## src/rtl/nas_vid_rx_pkg.sv

```systemverilog
// Shared types and default timing for the 1-bit composite video receiver.
// Latency: none (declarations only).
// Backpressure: not applicable.
// Contents: line FSM state enum, default timing constants, counter widths,
//           and the scanline advance helper used on each accepted hsync.
package nas_vid_rx_pkg;

  typedef enum logic [1:0] {
    ST_IDLE   = 2'd0,
    ST_WAIT_H = 2'd1,
    ST_PORCH  = 2'd2,
    ST_ACTIVE = 2'd3
  } line_state_t;

  // Default timing in clk cycles (16 MHz clock, 2 clk per pixel).
  localparam int unsigned SYNC_MIN_DEF  = 16;
  localparam int unsigned HSYNC_MAX_DEF = 96;
  localparam int unsigned H_OFFSET_DEF  = 160;
  localparam int unsigned CHARS_DEF     = 48;

  localparam int          WCNT_W   = 12;
  localparam logic [11:0] WCNT_MAX = 12'hFFF;
  localparam int          PORCH_W  = 12;
  localparam int          LINE_W   = 9;
  localparam logic [8:0]  LINE_MAX = 9'd511;

  // Scanline index after an accepted hsync: the first hsync following a
  // vsync yields line 0, later ones count up and stick at LINE_MAX.
  function automatic logic [8:0] line_next(input logic armed, input logic [8:0] line);
    if (armed) begin
      return 9'd0;
    end
    if (line == LINE_MAX) begin
      return LINE_MAX;
    end
    return line + 9'd1;
  endfunction

endpackage

```

## src/rtl/nas_vid_rx_sync.sv

```systemverilog
// Input synchronisers, sync edge detection and sync pulse width classifier.
// Latency: 2 clk synchroniser delay; classification pulses in the rise cycle.
// Backpressure: none; every output is a single-cycle strobe or level.
// Ports: clk, rst (sync, active-high); vid_sync/vid_data raw async inputs;
//        hsync_ok/vsync_ok/glitch pulse on sync rise, sync_fall on sync fall,
//        data_s is the synchronised pixel video.
module nas_vid_rx_sync
  import nas_vid_rx_pkg::*;
#(
  parameter int unsigned SYNC_MIN  = SYNC_MIN_DEF,
  parameter int unsigned HSYNC_MAX = HSYNC_MAX_DEF
) (
  input  logic clk,
  input  logic rst,
  input  logic vid_sync,
  input  logic vid_data,
  output logic hsync_ok,
  output logic vsync_ok,
  output logic glitch,
  output logic sync_fall,
  output logic data_s
);

  logic              sync_m;
  logic              sync_s;
  logic              sync_d;
  logic              data_m;
  logic              sync_rise;
  logic [WCNT_W-1:0] wcnt;

  // Sync idles high, so its flops reset to 1 to avoid a false edge.
  // The width counter restarts at 1 on the first low cycle, so at the rising
  // edge it holds the exact number of cycles the synchronised sync was low.
  always_ff @(posedge clk) begin
    if (rst) begin
      sync_m <= 1'b1;
      sync_s <= 1'b1;
      sync_d <= 1'b1;
      data_m <= 1'b0;
      data_s <= 1'b0;
      wcnt   <= '0;
    end else begin
      sync_m <= vid_sync;
      sync_s <= sync_m;
      sync_d <= sync_s;
      data_m <= vid_data;
      data_s <= data_m;
      if (sync_fall) begin
        wcnt <= 12'd1;
      end else if (!sync_s && (wcnt != WCNT_MAX)) begin
        wcnt <= wcnt + 12'd1;
      end
    end
  end

  assign sync_fall = sync_d & ~sync_s;
  assign sync_rise = ~sync_d & sync_s;

  assign glitch   = sync_rise && (wcnt <  12'(SYNC_MIN));
  assign hsync_ok = sync_rise && (wcnt >= 12'(SYNC_MIN)) && (wcnt <= 12'(HSYNC_MAX));
  assign vsync_ok = sync_rise && (wcnt >  12'(HSYNC_MAX));

endmodule

```

## src/rtl/nas_vid_rx.sv

```systemverilog
// Composite 1-bit video receiver: locks to vsync, times each scanline from
// hsync and captures CHARS bytes of 8 pixels per line.
// Latency: pix_valid one cycle after the 8th pixel sample (2 clk sync delay).
// Backpressure: none; pix_valid is a single-cycle strobe the sink must take.
// Ports: clk, rst (sync, active-high); vid_sync (active-low), vid_data raw;
//        pix_valid/pix_byte/pix_col/pix_line captured byte, frame_start on
//        vsync, locked after first vsync, sync_err sticky until rst.
module nas_vid_rx
  import nas_vid_rx_pkg::*;
#(
  parameter int unsigned SYNC_MIN  = SYNC_MIN_DEF,
  parameter int unsigned HSYNC_MAX = HSYNC_MAX_DEF,
  parameter int unsigned H_OFFSET  = H_OFFSET_DEF,
  parameter int unsigned CHARS     = CHARS_DEF
) (
  input  logic       clk,
  input  logic       rst,
  input  logic       vid_sync,
  input  logic       vid_data,
  output logic       pix_valid,
  output logic [7:0] pix_byte,
  output logic [5:0] pix_col,
  output logic [8:0] pix_line,
  output logic       frame_start,
  output logic       locked,
  output logic       sync_err
);

  logic               hsync_ok;
  logic               vsync_ok;
  logic               glitch;
  logic               sync_fall;
  logic               data_s;

  line_state_t        state;
  logic [PORCH_W-1:0] porch_cnt;
  logic               phase;
  logic [2:0]         bit_cnt;
  logic [6:0]         shreg;
  logic [5:0]         col_cnt;
  logic               armed;

  nas_vid_rx_sync #(
    .SYNC_MIN  (SYNC_MIN),
    .HSYNC_MAX (HSYNC_MAX)
  ) u_sync (
    .clk       (clk),
    .rst       (rst),
    .vid_sync  (vid_sync),
    .vid_data  (vid_data),
    .hsync_ok  (hsync_ok),
    .vsync_ok  (vsync_ok),
    .glitch    (glitch),
    .sync_fall (sync_fall),
    .data_s    (data_s)
  );

  always_ff @(posedge clk) begin
    if (rst) begin
      state       <= ST_IDLE;
      porch_cnt   <= '0;
      phase       <= 1'b0;
      bit_cnt     <= '0;
      shreg       <= '0;
      col_cnt     <= '0;
      armed       <= 1'b0;
      pix_valid   <= 1'b0;
      pix_byte    <= '0;
      pix_col     <= '0;
      pix_line    <= '0;
      frame_start <= 1'b0;
      locked      <= 1'b0;
      sync_err    <= 1'b0;
    end else begin
      pix_valid   <= 1'b0;
      frame_start <= 1'b0;

      if (glitch) begin
        sync_err <= 1'b1;
      end

      // Vsync wins over anything a line was doing. pix_line keeps its value
      // until the next hsync, which then starts the frame at line 0.
      if (vsync_ok) begin
        frame_start <= 1'b1;
        locked      <= 1'b1;
        armed       <= 1'b1;
        state       <= ST_WAIT_H;
      end else if (sync_fall && ((state == ST_PORCH) || (state == ST_ACTIVE))) begin
        // A new sync pulse starting mid-line abandons the line; any partial
        // byte in shreg is simply never emitted.
        if (state == ST_ACTIVE) begin
          sync_err <= 1'b1;
        end
        state <= ST_WAIT_H;
      end else if (hsync_ok && (state != ST_IDLE)) begin
        pix_line  <= line_next(armed, pix_line);
        armed     <= 1'b0;
        porch_cnt <= 12'(H_OFFSET);
        state     <= ST_PORCH;
      end else begin
        case (state)
          ST_IDLE, ST_WAIT_H: begin
          end
          ST_PORCH: begin
            if (porch_cnt == '0) begin
              state   <= ST_ACTIVE;
              phase   <= 1'b0;
              bit_cnt <= '0;
              col_cnt <= '0;
              shreg   <= '0;
            end else begin
              porch_cnt <= porch_cnt - 12'd1;
            end
          end
          ST_ACTIVE: begin
            // Each pixel spans two cycles; sampling on phase 1 lands on the
            // second half of the pixel, clear of the transition.
            phase <= ~phase;
            if (phase) begin
              shreg   <= {shreg[5:0], data_s};
              bit_cnt <= bit_cnt + 3'd1;
              if (bit_cnt == 3'd7) begin
                pix_valid <= 1'b1;
                pix_byte  <= {shreg, data_s};
                pix_col   <= col_cnt;
                if (col_cnt == 6'(CHARS - 1)) begin
                  state <= ST_WAIT_H;
                end else begin
                  col_cnt <= col_cnt + 6'd1;
                end
              end
            end
          end
          default: state <= ST_IDLE;
        endcase
      end
    end
  end

endmodule

```

## config.mk

```make
export PLATFORM = sky130hd
export DESIGN_NAME = nas_vid_rx
export DESIGN_NICKNAME = d
export VERILOG_FILES = /design/src/rtl/nas_vid_rx_pkg.sv /design/src/rtl/nas_vid_rx_sync.sv /design/src/rtl/nas_vid_rx.sv
export SDC_FILE = /design/constraint.sdc
export NUM_CORES = 1
export LEC_CHECK = 0
export ABC_CLOCK_PERIOD_IN_PS = 5080
export CORE_MARGIN = 2
export CORE_UTILIZATION = 40
export DETAILED_ROUTE_END_ITERATION = 12
export HOLD_SLACK_MARGIN = 0.05
export SYNTH_ARGS = -nofsm -noshare
export SYNTH_HDL_FRONTEND = slang
export SYNTH_SLANG_ARGS = --single-unit
```

## constraint.sdc

```tcl
create_clock -name clk -period 5.08 [get_ports clk]
set_clock_uncertainty 0.05 [all_clocks]
set_input_delay 1.27 -clock clk [delete_from_list [all_inputs] [get_ports clk]]
set_output_delay 1.27 -clock clk [all_outputs]
set_load 0.02 [all_outputs]
```

==> results of run 1 <==
==> path summary, 6_finish.rpt <==
| kind | slack (ns) | endpoint | cells after the start |
|---|---|---|---|
| worst max-delay path | 2.05 | u_sync.wcnt[7] | 5 |
| worst min-delay path | 0.37 | u_sync.sync_s | 1 |
| worst max register to register | 2.34 | shreg[3] | 7 |
| worst min register to register | 0.37 | u_sync.sync_s | 1 |
==> Yosys cell counts (all sizes together), types with 2 or more instances <==
| library cell | instances |
|---|---|
| nor2 | 40 |
| o211ai | 2 |
| or4 | 12 |
| clkbuf | 9 |
| and4 | 2 |
| o21ai | 20 |
| nand3 | 11 |
| or2 | 3 |
| a221oi | 2 |
| inv | 17 |
| a22o | 6 |
| nor4 | 7 |
| nand4b | 2 |
| nand2 | 20 |
| a21oi | 25 |
| a31oi | 5 |
| nand2b | 3 |
| o31ai | 10 |
| ha | 7 |
| xnor2 | 5 |
| nor4b | 2 |
| or3 | 6 |
| a21o | 6 |
| buf | 11 |
| a211o | 2 |
| and3 | 6 |
| nor3 | 9 |
| a211oi | 6 |
| o41ai | 3 |
| nor2b | 6 |
| nand4 | 5 |
| or3b | 2 |
| mux2i | 23 |
| dfxtp | 76 |
==> state kept, by name, summed over array words and instances (netlist names), 2 cells and up <==
| register | cells |
|---|---|
| bit_cnt | 3 |
| col_cnt | 6 |
| pix_byte | 8 |
| pix_col | 6 |
| pix_line | 9 |
| porch_cnt | 12 |
| shreg | 7 |
| state | 2 |
| u_sync.wcnt | 12 |
==> where the power goes <==
group | switching (µW) | internal [µW] | total [µW]
registers | 2.11 | 598 | 600
logic | 17.0 | 8.81 | 25.8
clock network | 232 | 294 | 527
total | 251 | 901 | 1150
==> cell type report <==
cell class	count	area, µm²	share of cell area (%)
well taps	108	135	3.22
multi-input cells	279	1930	46.0
inverters	17	63.8	1.52
clock inverters	6	93.8	2.23
repair buffers	32	315	7.51
clock buffers	10	138	3.28
flip-flops and latches	76	1520	36.2
==> worst max-delay path, cell delays in order <==
cell	delay, ns
sky130_fd_sc_hd__clkdlybuf4s50_1	0.71
sky130_fd_sc_hd__inv_1	0.32
sky130_fd_sc_hd__nand2_1	0.31
sky130_fd_sc_hd__or4_1	0.57
sky130_fd_sc_hd__nand2_1	0.07
==> through the flow <==
step	util, %	hold WS, ns
after floorplan	-	0.339
after global placement	45.3	0.345
after detailed placement	45.3	0.347
after CTS	47.9	0.376
after global routing	47.9	0.390
final	47.9	0.370
==> routing by layer <==
| layer | global-route usage [%] | up-vias | wire length (µm) |
|---|---|---|---|
| li1 | - | 1502 | - |
| met1 | 22.0 | 1392 | 3900 |
| met2 | 25.5 | 40 | 3520 |
| met3 | 2.53 | 5 | 210 |
| met4 | 6.01 | 0 | 58 |
| met5 | 0 | - | 0 |
==> cells by family (layout without fill, tap and decap cells) <==
family | Yosys count | in the layout
and+or+nand+nor | 140 | 140
AOI/OAI and AO/OA | 103 | 103
DFF | 76 | 76
buffers and inverters | 37 | 65
muxes | 24 | 24
adders and majority gates | 7 | 7
xor gates and xnor gates | 5 | 5
==> flow_summary_export.csv, run 1 <==
group,metric,value,unit
logic_synthesis,synth_cell_types,68,
clock_network,cts.repair.resized,0,
setup_path,crit_fanout,16,
worst_hold_path,worstHoldPathType,"flip-flop to flip-flop",
routing,viasPerCell,5.57,
sta,final.setup.worst_slack,2.05,ns
logic_synthesis,synth.largest_area_cell,"sky130_fd_sc_hd__dfxtp_1",
die,coreArea,0.00876,mm²
sta,fin_setup_tns,0,ns
setup_path,nature_of_the_critical_path_startpoint,"primary input",
logic_synthesis,ys.warnings.count,0,
routing,postRouteAntennaNets,0,
die,chipHeight,99.3,µm
logic_synthesis,post_synth.cell_area_avg,9.26,µm²
clock_network,clockRootBuffer,"sky130_fd_sc_hd__clkbuf_8",
clock_network,tritoncts_buffers,9,
routing,wire_per_inst,14.6,µm
final_layout,layout_commonest_cell,"sky130_fd_sc_hd__dfxtp_1",
logic_synthesis,synth-xor-area-share,1.21,%
place,gp_congestion,0.805,
place,placed_cell_area,0.00397,mm²
place,dpl.hpwl,5460,µm
worst_hold_path,holdCritStartpoint,"u_sync.sync_m",
final_layout,antenna_cells,0,
logic_synthesis,synth-simple-area-share,22.0,%
clock_network,path_clk_slew,0.08,ns
routing,detail_route.iter0.violations,119,
die,top_level_ports,31,
sta,worst_slew_margin_rel,22.0,%
logic_synthesis,synth_adder_area_share,2.41,%
flow_run,timing.max_cap.violations,0,
global_routing,grt_usage,16.0,%
place,dp_cells,512,
clock_network,cts-root-to-sink-buffers,2,
global_routing,globalRouteOverflowTotal,0,
setup_path,end_kind,"flip-flop",
routing,drt_pass1_iterations,4,
final_layout,layout-drive-gt1-share,9.29,%
final_layout,mostFrequentLayoutCells,"76 x sky130_fd_sc_hd__dfxtp_1, 40 x sky130_fd_sc_hd__nor2_1, 30 x sky130_fd_sc_hd__clkdlybuf4s50_1",
die,placement_rows,34,
power_and_ir_drop,p_total,1150,µW
sta,grt_setup_unrepaired,"no",
power_and_ir_drop,leakagePower,0.00146,µW
sta,finalHoldViolCount,0,
logic_synthesis,synth_async_sr_flop_share,0,%
final_layout,fillers,853,
logic_synthesis,syn-cell-area,0.00363,mm²
setup_path,required,5.31,ns
die,initial_util,41.4,%
final_layout,finalNetCount,426,
final_layout,layout.cells.non_filler,528,
clock_network,tritoncts,"done",
sta,setup_violations,0,
logic_synthesis,synth-edff-count,0,
logic_synthesis,post-synth-top-area-fraction,41.9,%
final_layout,final_cell_area,0.00420,mm²
sta,ratio_of_final_minimum_period_to_clock_period,59.6,%
routing,wl,7690,µm
setup_path,timing.critical_path.arrival,3.26,ns
sta,worst-slew-pin-transition,1.17,ns
place,numPortBuffers,30,
logic_synthesis,postSynthCellCount,392,
logic_synthesis,synth_seq_cells,76,
clock_network,cts-hold-fix-buffers,0,
global_routing,grt_pass1_wl,12900,µm
routing,detail_route.drc_violations,0,
logic_synthesis,synthesis.nets,403,
power_and_ir_drop,power_per_cell_area,274,mW/mm²
clock_network,clock_sinks,76,
logic_synthesis,yosys-mux-area-fraction,6.65,%
outcome,status,"completed",
die,chipWidth,99.3,µm
clock_network,worstSkewPairLatency,0.34,ns
logic_synthesis,synth.yosys.seq_area_share,41.9,%
die,die_area,0.00986,mm²
setup_path,timing_worst_setup_path_type,"primary input to flip-flop",
place,preCtsSetupSlack,1.65,ns
sta,post-route-min-period,3.03,ns
sta,fmax,0.330,GHz
global_routing,number_of_antenna_violations_at_the_first_check_in_global_routing,0,
global_routing,grt_pass1_vias,2693,
setup_path,worstReg2RegStart,"porch_cnt[0]",
logic_synthesis,dominant_combinational_cell_family_by_area_after_synthesis,"simple AND/OR/NAND/NOR gates",
clock_network,cts-htree-levels,3,
routing,vias,2939,
clock_network,post_cts_setup_buffers,0,
setup_path,launch_point_of_the_critical_path,"rst",
power_and_ir_drop,vdd_drop_max,124,µV
global_routing,pin_count_of_the_biggest_net_entering_global_routing,21,
logic_synthesis,synth.top_cells.by_area,"sky130_fd_sc_hd__dfxtp_1 42%, sky130_fd_sc_hd__mux2i_1 6.3%, sky130_fd_sc_hd__nor2_1 4.1%",
final_layout,areaGrowthSynthToFinish,15.7,%
sta,slew_violations,0,
logic_synthesis,synth_area_in_compound_gates,20.8,%
logic_synthesis,synthFlopType,"sky130_fd_sc_hd__dfxtp_1",
No activity file was read; power rests on OpenSTA's default activity.
==> inputs of run 2 (changes only) <==
Settings changed: ABC_CLOCK_PERIOD_IN_PS 5080 to 2650.
Clock period 5.08 ns to 2.65 ns, I/O delays scaled along.
==> run 2 against run 1 <==
Worst setup slack lost 1.8 ns. Global-route usage is 1.6 points higher. Critical path type is now flip-flop to flip-flop. Register-to-register slack lost 2.1 ns. Critical endpoint is now porch_cnt[4]. Highest routed layer unchanged. Largest power group unchanged. Largest cell class unchanged.
==> flow_summary_export.csv, run 2 (synthesis results as in run 1) <==
group,metric,value,unit
final_layout,finalNetCount,435,
die,chipWidth,99.3,µm
global_routing,grt_usage,17.7,%
clock_network,cts-htree-levels,3,
power_and_ir_drop,power_per_cell_area,514,mW/mm²
die,top_level_ports,31,
global_routing,number_of_antenna_violations_at_the_first_check_in_global_routing,0,
setup_path,crit_fanout,17,
routing,vias,3047,
clock_network,post_cts_setup_buffers,0,
power_and_ir_drop,p_total,2190,µW
routing,detail_route.iter0.violations,129,
die,coreArea,0.00876,mm²
routing,postRouteAntennaNets,0,
final_layout,biggestRegsByFlops,"porch_cnt x12, u_sync.wcnt x12, pix_line x9",
place,gp_congestion,0.819,
place,dpl.hpwl,5840,µm
place,numPortBuffers,30,
clock_network,tritoncts_buffers,9,
final_layout,fillers,852,
clock_network,path_clk_slew,0.08,ns
die,chipHeight,99.3,µm
final_layout,mostFrequentLayoutCells,"76 x sky130_fd_sc_hd__dfxtp_1, 40 x sky130_fd_sc_hd__nor2_1, 30 x sky130_fd_sc_hd__clkdlybuf4s50_1",
clock_network,clock_sinks,76,
clock_network,cts.repair.resized,0,
routing,wire_per_inst,15.3,µm
die,placement_rows,34,
final_layout,area_taken_by_multi_input_logic_gates,0.00193,mm²
worst_hold_path,worstHoldPathType,"flip-flop to flip-flop",
die,initial_util,41.4,%
setup_path,end_kind,"flip-flop",
final_layout,register_cell_area_after_layout,0.00152,mm²
sta,fin_setup_tns,0,ns
clock_network,worstSkewPairLatency,0.35,ns
clock_network,clockRootBuffer,"sky130_fd_sc_hd__clkbuf_8",
place,dp_cells,521,
final_layout,layout_commonest_cell,"sky130_fd_sc_hd__dfxtp_1",
global_routing,globalRouteOverflowTotal,0,
power_and_ir_drop,leakagePower,0.00150,µW
final_layout,layout-drive-gt1-share,11.2,%
final_layout,antenna_cells,0,
routing,drt_pass1_iterations,4,
power_and_ir_drop,vdd_drop_max,323,µV
clock_network,cts-hold-fix-buffers,0,
setup_path,timing.critical_path.arrival,2.64,ns
sta,fmax,0.416,GHz
sta,setup_violations,0,
sta,post-route-min-period,2.40,ns
setup_path,nature_of_the_critical_path_startpoint,"flip-flop",
routing,viasPerCell,5.67,
sta,worst_slew_margin_rel,27.2,%
sta,grt_setup_unrepaired,"no",
place,placed_cell_area,0.00404,mm²
sta,ratio_of_final_minimum_period_to_clock_period,90.7,%
die,die_area,0.00986,mm²
global_routing,grt_pass1_vias,2899,
sta,finalHoldViolCount,0,
final_layout,areaGrowthSynthToFinish,17.3,%
final_layout,final_cell_area,0.00426,mm²
routing,wl,8220,µm
flow_run,timing.max_cap.violations,0,
sta,final.hold.worst_slack,0.364,ns
setup_path,required,2.88,ns
global_routing,pin_count_of_the_biggest_net_entering_global_routing,21,
clock_network,tritoncts,"done",
sta,slew_violations,0,
outcome,status,"completed",
setup_path,timing_worst_setup_path_type,"flip-flop to flip-flop",
routing,detail_route.drc_violations,0,
global_routing,grt_pass1_wl,14100,µm
clock_network,cts-root-to-sink-buffers,2,
sta,worst-slew-pin-transition,1.09,ns
final_layout,layout.cells.non_filler,537,
==> run 2: final cells by class <==
cell class              instances  share of cell area, %
inverters                      17                   1.50
repair buffers                 41                   8.99
clock buffers                   9                   2.91
clock inverters                 7                   2.32
well taps                     108                   3.17
flip-flops and latches         76                   35.7
multi-input cells             279                   45.4
==> run 2: final timing paths <==
path	start	to	slack, ns	cells after the start
worst min register to register	u_sync.sync_m	u_sync.sync_s	0.36	1
worst max register to register	u_sync.wcnt[0]	porch_cnt[4]	0.25	7
worst min-delay path	u_sync.sync_m	u_sync.sync_s	0.36	1
worst max-delay path	u_sync.wcnt[0]	porch_cnt[4]	0.25	7
==> run 2: power by group <==
group          switching [µW]  internal [µW]  total, µW  leakage (µW)
Clock                     449            537        986      0.000110
Combinational            35.3           21.2       56.5      0.000779
Sequential               2.65           1150       1150      0.000613
==> run 2: worst max-delay path, cell delays in order (launching register included) <==
cell,delay (ns)
sky130_fd_sc_hd__dfxtp_1,0.32
sky130_fd_sc_hd__inv_1,0.11
sky130_fd_sc_hd__ha_1,0.16
sky130_fd_sc_hd__nor4b_4,0.30
sky130_fd_sc_hd__o211a_4,0.25
sky130_fd_sc_hd__o21ai_1,0.37
sky130_fd_sc_hd__or4_1,0.62
sky130_fd_sc_hd__a21oi_1,0.15
==> run 2: stage by stage <==
stage               setup WS (ns)  util [%]
finish                      0.245      48.6
global route               0.0784      48.6
CTS                         0.249      48.6
detailed placement          0.273      46.1
global placement            0.363      46.1
floorplan                   0.514         -
==> run 2: per-layer routing <==
metal	up-vias	GRT usage, %	share of wire, %
met4	0	5.69	1.0
met5	-	0	0
met2	41	29.2	48
met3	11	3.79	2.6
met1	1471	23.1	49
li1	1524	-	-
==> inputs of run 3 (changes only) <==
Settings changed: CORE_ASPECT_RATIO set to 1.25.
==> run 3 against run 2 <==
Clock power increased by 0.7%. Via count is 0.43% lower. First-iteration DRC count up 14%. Sequential share of layout area is 0.20 points lower. Critical path depth grew 1. Maximum frequency rose by 4.8%. Count of clock-buffer cells in the layout rose by 2. Sequential power about the same. Hold slack better by 0.0063 ns. Critical path type unchanged. Largest power group unchanged.
==> flow_summary_export.csv, run 3 (synthesis results as in run 1) <==
group,metric,value,unit
final_layout,layout-drive-gt1-share,11.2,%
sta,post-route-min-period,2.30,ns
place,numPortBuffers,30,
place,preCtsSetupSlack,0.256,ns
die,chipHeight,111,µm
setup_path,max_stage_delay,0.48,ns
sta,final.hold.worst_slack,0.370,ns
sta,final.setup.worst_slack,0.355,ns
final_layout,mostFrequentLayoutCells,"76 x sky130_fd_sc_hd__dfxtp_1, 40 x sky130_fd_sc_hd__nor2_1, 30 x sky130_fd_sc_hd__clkdlybuf4s50_1",
flow_run,timing.max_cap.violations,0,
power_and_ir_drop,internal_power,1730,µW
die,chipWidth,89.2,µm
final_layout,antenna_cells,0,
global_routing,number_of_antenna_violations_at_the_first_check_in_global_routing,0,
worst_hold_path,worstHoldPathType,"flip-flop to flip-flop",
place,dpl.hpwl,5770,µm
sta,worst_slew_margin_rel,59.1,%
final_layout,finalNetCount,436,
clock_network,path_clk_slew,0.08,ns
setup_path,slowest_stage_cell_crit_path,"sky130_fd_sc_hd__or3b_1",
final_layout,area_taken_by_multi_input_logic_gates,0.00193,mm²
final_layout,layout_commonest_cell,"sky130_fd_sc_hd__dfxtp_1",
setup_path,crit_fanout,8,
die,top_level_ports,31,
clock_network,worstSkewPairLatency,0.35,ns
routing,postRouteAntennaNets,0,
die,coreArea,0.00875,mm²
place,dp_cells,534,
clock_network,tritoncts_buffers,9,
power_and_ir_drop,p_sw,471,µW
power_and_ir_drop,power.sequential.fraction,52.3,%
global_routing,globalRouteOverflowTotal,0,
sta,finalHoldViolCount,0,
clock_network,cts-root-to-sink-buffers,2,
setup_path,nature_of_the_critical_path_startpoint,"flip-flop",
final_layout,layout.cells.non_filler,550,
setup_path,critical_path.top_delay_family,"compound AO/OA/AOI/OAI gates",
clock_network,cts-htree-levels,3,
power_and_ir_drop,vdd_drop_max,327,µV
routing,drt_pass1_iterations,4,
routing,vias,3034,
setup_path,end_kind,"flip-flop",
final_layout,biggestRegsByFlops,"porch_cnt x12, u_sync.wcnt x12, pix_line x9",
routing,viasPerCell,5.52,
place,gp_congestion,0.810,
sta,ratio_of_final_minimum_period_to_clock_period,86.6,%
setup_path,timing_worst_setup_path_type,"flip-flop to flip-flop",
routing,detail_route.iter0.violations,147,
global_routing,pin_count_of_the_biggest_net_entering_global_routing,19,
final_layout,finish.utilization,49.0,%
outcome,status,"completed",
clock_network,clock_sinks,76,
setup_path,crit_path_cell_trace,"inv_1, ha_1, or3b_1, o41a_1, a21oi_2, buf_4, nor4_1, o21a_1",
sta,worst-slew-pin-transition,0.613,ns
clock_network,tritoncts,"done",
routing,wire_per_inst,14.5,µm
global_routing,grt_pass1_wl,14000,µm
sta,fmax,0.436,GHz
setup_path,critical_path_buf_inv_count,2,
power_and_ir_drop,part_of_the_total_power_dissipated_in_combinational_logic,2.6,%
power_and_ir_drop,power.clock.fraction,45.2,%
power_and_ir_drop,power_per_cell_area,513,mW/mm²
final_layout,areaGrowthSynthToFinish,18.0,%
sta,grt_setup_unrepaired,"no",
final_layout,register_cell_area_after_layout,0.00152,mm²
sta,slew_violations,0,
global_routing,grt_usage,17.7,%
routing,detail_route.drc_violations,0,
routing,wl,7970,µm
power_and_ir_drop,power_switching_share,21.4,%
die,initial_util,41.5,%
setup_path,timing.critical_path.arrival,2.49,ns
sta,fin_setup_tns,0,ns
setup_path,required,2.85,ns
die,placement_rows,38,
global_routing,grt_pass1_vias,3006,
power_and_ir_drop,leakagePower,0.00150,µW
clock_network,clockRootBuffer,"sky130_fd_sc_hd__clkbuf_8",
die,die_area,0.00986,mm²
sta,setup_violations,0,
final_layout,fillers,852,
run 3: cell count changes in the layout (fill, tap and decap cells not counted):
cell                       change
sky130_fd_sc_hd__inv_6         -2
sky130_fd_sc_hd__a221oi_1      +1
sky130_fd_sc_hd__a221oi_2      -1
sky130_fd_sc_hd__buf_4         +1
sky130_fd_sc_hd__clkbuf_1      +1
sky130_fd_sc_hd__clkbuf_8      +1
sky130_fd_sc_hd__clkinv_2      -1
sky130_fd_sc_hd__clkinv_4      +1
sky130_fd_sc_hd__o21ai_1       -1
sky130_fd_sc_hd__o21ai_2       +1
run 3: power by group through the flow:
stage / Combinational [µW] / Clock [µW] / Sequential, µW
2_1_floorplan: 34.1 / 0 / 1170
3_3_place_gp: 55.3 / 0 / 1180
3_5_place_dp: 56.5 / 0 / 1180
4_1_cts: 56.7 / 1020 / 1150
5_1_grt: 62.6 / 1080 / 1150
6_report: 56.2 / 993 / 1150
run 3: area by class of cell:
cell class                      instances  share of cell area, %
Multi-Input combinational cell        279                   45.1
Clock inverter                          5                   1.99
Clock buffer                           11                   3.30
Timing Repair Buffer                   42                   9.11
Sequential cell                        76                   35.5
Inverter                               17                   1.49
Tap cell                              120                   3.51
run 3: worst register-to-register path: stages, from the launching register on:
cell and delay [ns]:
sky130_fd_sc_hd__dfxtp_1 0.33, sky130_fd_sc_hd__inv_1 0.08, sky130_fd_sc_hd__ha_1 0.19, sky130_fd_sc_hd__or3b_1 0.48, sky130_fd_sc_hd__o41a_1 0.44, sky130_fd_sc_hd__a21oi_2 0.20
sky130_fd_sc_hd__buf_4 0.19, sky130_fd_sc_hd__nor4_1 0.05, sky130_fd_sc_hd__o21a_1 0.19
run 3: timing repair:
action	in CTS	in global routing
endpoints found under the hold margin	0	0
hold buffers	0	0
buffers inserted	0	0
endpoints found under the setup margin	0	2
resized for setup	0	1
run 3: path summary, 6_finish.rpt:
check	from	endpoint	slack, ns	cells after the start
setup / recovery	porch_cnt[0]	porch_cnt[10]	0.35	8
hold / removal	u_sync.sync_m	u_sync.sync_s	0.37	1
setup reg to reg	porch_cnt[0]	porch_cnt[10]	0.35	8
hold reg to reg	u_sync.sync_m	u_sync.sync_s	0.37	1
run 3: layer usage:
layer / routed length, µm / share of wire (%) / up-vias / global-route usage, %
li1: - / - / 1524 / -
met1: 3580 / 45 / 1464 / 22.4
met2: 4070 / 51 / 38 / 28.9
met3: 225 / 2.8 / 8 / 4.56
met4: 99 / 1.2 / 0 / 5.77
met5: 0 / 0 / - / 0
run 3: metrics by stage:
step / total power [µW] / instance area (µm²)
2_1_floorplan: 1210 / 3630
3_3_place_gp: 1230 / 4050
3_5_place_dp: 1230 / 4050
4_1_cts: 2230 / 4280
5_1_grt: 2290 / 4280
6_report: 2200 / 4280
